==> src/rtl/ga_fitness_accumulator.sv <==
// Parallel fitness scorer: accumulates per-candidate bit match/mismatch counts over
// NUM_VEC test vectors, then streams one score per candidate over valid/ready.
module ga_fitness_accumulator #(
    parameter int unsigned NUM_IND = 15,
    parameter int unsigned NUM_OUT = 4,
    parameter int unsigned OUT_W   = 16,
    parameter int unsigned NUM_VEC = 16,
    parameter int unsigned ACC_W   = 16,
    localparam int unsigned IDX_W  = (NUM_IND > 1) ? $clog2(NUM_IND) : 1
) (
    input  logic                             clk,
    input  logic                             rst,
    input  logic                             start,
    input  logic                             mode,
    input  logic                             vec_valid,
    output logic                             vec_ready,
    input  logic [NUM_OUT*OUT_W-1:0]         expected,
    input  logic [NUM_IND*NUM_OUT*OUT_W-1:0] actual,
    output logic                             busy,
    output logic                             res_valid,
    input  logic                             res_ready,
    output logic [IDX_W-1:0]                 res_index,
    output logic [ACC_W-1:0]                 res_fitness,
    output logic                             res_perfect,
    output logic                             done
);

    localparam int unsigned VW      = NUM_OUT * OUT_W;
    localparam int unsigned CNT_W   = $clog2(VW + 1);
    localparam int unsigned SUM_W   = ((ACC_W > CNT_W) ? ACC_W : CNT_W) + 1;
    localparam int unsigned VC_W    = (NUM_VEC > 1) ? $clog2(NUM_VEC) : 1;
    localparam int unsigned PW      = (ACC_W > 32) ? ACC_W : 32;
    localparam int unsigned PERFECT = NUM_VEC * VW;
    localparam logic [ACC_W-1:0] ACC_MAX = '1;

    typedef enum logic [1:0] {S_IDLE, S_RUN, S_REPORT} state_t;

    state_t             state_q, state_d;
    logic               mode_q, mode_d;
    logic [VC_W-1:0]    vcnt_q, vcnt_d;
    logic [IDX_W-1:0]   idx_q, idx_d;
    logic [ACC_W-1:0]   acc_q [NUM_IND];
    logic [ACC_W-1:0]   acc_d [NUM_IND];
    logic               vec_ready_q, vec_ready_d;
    logic               busy_q, busy_d;
    logic               res_valid_q, res_valid_d;
    logic               done_q, done_d;
    logic [SUM_W-1:0]   sum;
    logic [VW-1:0]      diff;

    function automatic logic [CNT_W-1:0] popcount(input logic [VW-1:0] v);
        logic [CNT_W-1:0] c;
        c = '0;
        for (int unsigned b = 0; b < VW; b++) c += CNT_W'(v[b]);
        return c;
    endfunction

    always_comb begin
        state_d     = state_q;
        mode_d      = mode_q;
        vcnt_d      = vcnt_q;
        idx_d       = idx_q;
        acc_d       = acc_q;
        vec_ready_d = vec_ready_q;
        busy_d      = busy_q;
        res_valid_d = res_valid_q;
        done_d      = 1'b0;
        sum         = '0;
        diff        = '0;
        case (state_q)
            S_IDLE: begin
                if (start) begin
                    state_d     = S_RUN;
                    mode_d      = mode;
                    vcnt_d      = '0;
                    idx_d       = '0;
                    for (int unsigned i = 0; i < NUM_IND; i++) acc_d[i] = '0;
                    vec_ready_d = 1'b1;
                    busy_d      = 1'b1;
                    res_valid_d = 1'b0;
                end
            end
            S_RUN: begin
                if (vec_valid) begin
                    // Saturating add: sum is one bit wider than either operand, so it cannot wrap.
                    for (int unsigned i = 0; i < NUM_IND; i++) begin
                        diff = expected ^ actual[i*VW +: VW];
                        if (!mode_q) diff = ~diff;
                        sum = SUM_W'(acc_q[i]) + SUM_W'(popcount(diff));
                        acc_d[i] = (sum > SUM_W'(ACC_MAX)) ? ACC_MAX : ACC_W'(sum);
                    end
                    vcnt_d = vcnt_q + 1'b1;
                    if (vcnt_q == VC_W'(NUM_VEC - 1)) begin
                        state_d     = S_REPORT;
                        idx_d       = '0;
                        vec_ready_d = 1'b0;
                        res_valid_d = 1'b1;
                    end
                end
            end
            S_REPORT: begin
                if (res_ready) begin
                    if (idx_q == IDX_W'(NUM_IND - 1)) begin
                        state_d     = S_IDLE;
                        busy_d      = 1'b0;
                        res_valid_d = 1'b0;
                        done_d      = 1'b1;
                    end else begin
                        idx_d = idx_q + 1'b1;
                    end
                end
            end
            default: begin
                state_d     = S_IDLE;
                vec_ready_d = 1'b0;
                busy_d      = 1'b0;
                res_valid_d = 1'b0;
            end
        endcase
    end

    always_ff @(posedge clk) begin
        if (!rst) begin
            state_q     <= S_IDLE;
            mode_q      <= 1'b0;
            vcnt_q      <= '0;
            idx_q       <= '0;
            for (int unsigned i = 0; i < NUM_IND; i++) acc_q[i] <= '0;
            vec_ready_q <= 1'b0;
            busy_q      <= 1'b0;
            res_valid_q <= 1'b0;
            done_q      <= 1'b0;
        end else begin
            state_q     <= state_d;
            mode_q      <= mode_d;
            vcnt_q      <= vcnt_d;
            idx_q       <= idx_d;
            acc_q       <= acc_d;
            vec_ready_q <= vec_ready_d;
            busy_q      <= busy_d;
            res_valid_q <= res_valid_d;
            done_q      <= done_d;
        end
    end

    always_comb begin
        res_fitness = '0;
        for (int unsigned i = 0; i < NUM_IND; i++)
            if (idx_q == IDX_W'(i)) res_fitness = acc_q[i];
    end

    assign res_perfect = mode_q ? (res_fitness == '0)
                                : (PW'(res_fitness) == PW'(PERFECT));
    assign res_index   = idx_q;
    assign vec_ready   = vec_ready_q;
    assign busy        = busy_q;
    assign res_valid   = res_valid_q;
    assign done        = done_q;

endmodule
==> config.mk <==
export PLATFORM = sky130hd
export DESIGN_NAME = ga_fitness_accumulator
export DESIGN_NICKNAME = d
export VERILOG_FILES = /design/src/rtl/ga_fitness_accumulator.sv
export SDC_FILE = /design/constraint.sdc
export NUM_CORES = 2
export LEC_CHECK = 0
export BUFFER_PORTS_ARGS = -buffer_cell sky130_fd_sc_hd__buf_2
export CORE_ASPECT_RATIO = 0.75
export CORE_MARGIN = 5
export CORE_UTILIZATION = 25
export DETAILED_ROUTE_END_ITERATION = 12
export PLACE_DENSITY = 0.53
export REMOVE_ABC_BUFFERS = 1
export SKIP_LAST_GASP = 1
export SLEW_MARGIN = 20
export SYNTH_ARGS = -nofsm -noshare
export SYNTH_HDL_FRONTEND = slang
export SYNTH_SLANG_ARGS = --single-unit
==> constraint.sdc <==
create_clock -name clk -period 10.2 [get_ports clk]
set_clock_uncertainty 0.2 [all_clocks]
set_input_delay 2.04 -clock clk [delete_from_list [all_inputs] [get_ports clk]]
set_output_delay 2.04 -clock clk [all_outputs]
set_load 0.01 [all_outputs]
==> metrics list <==
* Area of the core region: 203000 um2
- After synthesis, the netlist uses 89 different library cells.
- CTS placed an instance of sky130_fd_sc_hd__clkbuf_16 at the clock tree root.
- Worst stage delay on the critical path: 620 ps
- For this design, the slowest cell found on the critical path is sky130_fd_sc_hd__fa_1.
- For this run, the detailed router's first-pass iteration total came to 5.
- The routed layout has 46600 vias.
* Total CTS buffers: 30
* Number of warnings issued by yosys: 0
- The net count of the finished layout is 8739.
- Required @ worst endpoint: 10510 ps
* Hold Violations, Final: 0
* Min-Delay Startpoint: acc_q[56]
- Share of the yosys chip area belonging to registers: 0.0998
* WL per Instance: 31.3 um
- Worst Setup Start Kind: input port
* Measured slew at the worst slew-check pin: 1290 ps
* Fraction of layout cells with a size suffix above 1: 0.230
- In this run, synthesis inferred 0 flip-flops with an integrated enable.
* Kind of capture point of the worst setup path: flip-flop
* Vias in the first global route: 48200
- Maximum number of pins on one net before global-route repair: 199
* Clock Sink Count: 254
- Yosys attributes the largest share of cell area to sky130_fd_sc_hd__fa_1, sky130_fd_sc_hd__xnor2_1, sky130_fd_sc_hd__ha_1.
- Run status: complete, no violations
- Count of buffers from port buffering: 1054
- Number of setup violations in the final report: 0
- The worst path meets setup with 184 ps of slack.
- The die is 401 um tall.
- Worst Path Buf+Inv: 9
- Adding up every negative setup slack in the final design gives 0 ps.
- Detailed placement finished with a half-perimeter wire length of 249000 um.
* Effective utilization at floorplan: 0.252
- Total routing usage reported by global routing: 0.263
- In the finished design, the share of the clock period the worst path needs comes to 0.982.
* Highest clock rate: 0.0998 GHz
* Sum of overflow across all layers after global routing: 0
- The die covers 213000 um2.
- Number of hold buffers added after CTS: 0
* Maximum level of the CTS H-tree: 1
- Summed over all layers, the routed wires come to 288000 um.
* Rel. slew slack: 0.134
- Die extent in x: 531 um
- TritonCTS clock tree: yes
* Gate family responsible for the most delay along the worst path: adder cells
- Measured on the finished design, the core utilization comes to 0.313.
- The max-slew violation total from the final report is 0.
* Class of the most critical hold timing path: reg -> reg
- Critical Path Most Common Cell: sky130_fd_sc_hd__fa_1
- In this run the worst path has a maximum fanout of 9.
* Count of routing violations after the opening detailed-route iteration: 4689
- At the later pin of the worst-skew pair, clock insertion delay measures 620 ps.
* Via density per instance: 5.06
- During I/O placement, the number of pins put on the boundary was 1055.
- The startpoint identified for the worst register-to-register timing path is mode_q.
- Post-Synthesis Cell Area: 50900 um2
* Post-placement worst setup slack: -349 ps
- Most numerous cell in the Yosys netlist: sky130_fd_sc_hd__xnor2_1
- Summing all multi-input logic gate instances after layout gives 43100 um2.
- Area share of the largest cell type after synthesis: 0.330
- Averaged over all synthesized cells, the footprint is 9.54 um2.
* Min Hold Slack: 277 ps
- Final estimated routing congestion in global placement: 1.01
- Across the run, the number of max-cap violations was 0.
- Detailed-route DRC error count: 0
- Num rows: 143
* Top flip-flop cell by instance count after synthesis: sky130_fd_sc_hd__dfxtp_1
- Maximum clock path buffer count: 3
* Cell count after synthesis: 5339
- After layout, the minimum clock period comes to 10020 ps.
* Antenna violations before repair: 121
* Top post-synthesis cells by count: sky130_fd_sc_hd__xnor2_1, sky130_fd_sc_hd__fa_1, sky130_fd_sc_hd__inv_1
- Number of fill cells in the layout: 21200
* Flip-flop and latch area: 5090 um2
- Top cell type by total area after synthesis: sky130_fd_sc_hd__fa_1
- Global-route wire length before repair: 388000 um
- The setup path with the least slack is of type in -> reg.
- Async SR Flop Fraction: 0
- Counting flops and latches in the post-synthesis netlist gives 254.
- In this run the remaining antenna-violating nets after routing total 0.
- Start point of the critical path: expected[55]
* Clock input transition at the sequential cells of the worst setup and hold paths: 70 ps
- Reg-to-reg setup timing slack: 760 ps
* Synth-to-layout area growth: 24.3%
* CP Data Arrival Time: 10330 ps
worst min-delay path: stages (launching register included):
cell and delay (ps):
sky130_fd_sc_hd__dfxtp_1 330, sky130_fd_sc_hd__nand2_1 60, sky130_fd_sc_hd__nand2_1 40
metal layers:
| layer | track usage | vias up | share of wire |
|---|---|---|---|
| met1 | 0.342 | 23800 | 0.40 |
| met5 | 0 | - | 0.00052 |
| li1 | - | 19700 | - |
| met3 | 0.0517 | 485 | 0.089 |
| met2 | 0.430 | 2558 | 0.46 |
| met4 | 0.0965 | 22 | 0.045 |
stage by stage:
stage,area [um2],cells
2_1_floorplan,49900,5099
3_3_place_gp,62100,9095
3_5_place_dp,62100,9095
4_1_cts,63200,9150
5_1_grt,63300,9186
6_report,63300,9208
area by class of cell:
class	instances	share of cell area
Clock inverter	12	0.00229
Multi-Input combinational cell	4120	0.680
Sequential cell	254	0.0804
Timing Repair Buffer	1314	0.125
Clock buffer	43	0.0146
Inverter	725	0.0430
Tap cell	2682	0.0530
Antenna cell	58	0.00229
logic make-up (layout without fill, tap and decap cells):
logic type	Yosys count	after routing	synth area share
AO/OA/AOI/OAI	960	960	0.121
XOR/XNOR	1128	1128	0.194
adder cells (fa/ha/maj)	1264	1264	0.434
buffers and inverters	965	2094	0.0744
flip-flops	254	254	0.0998
multiplexers	13	13	0.00255
other	0	58	0
AND/OR/NAND/NOR	755	755	0.0739
cell usage in the layout (no fill, tap or decap), drive strengths merged, types with 176 or more instances in the layout:
cell   netlist  routed
nor2       184     184
nand2      176     176
o21ai      191     191
inv        724     725
xnor2     1040    1040
ha         424     424
dfxtp      254     254
fa         840     840
a21oi      324     324
buf         99    1314
state kept, by name (all words and copies together), names as in the netlist:
register   count
acc_q        240
busy           1
done           1
mode_q         1
res_index      4
state_q        2
vcnt_q         4
vec_ready      1
final timing paths:
check	depth (start not counted)	end
max	29	acc_q[24]
min	2	acc_q[56]
max reg2reg	29	acc_q[24]
min reg2reg	2	acc_q[56]
timing repair:
item,in CTS,in global routing
buffers inserted,0,0
gates resized for setup,0,1
endpoints found under the setup margin,0,3
Power is left out: the tool's default activity adds up to more than one toggle a clock period on the data nets, which glitch-free logic cannot reach.
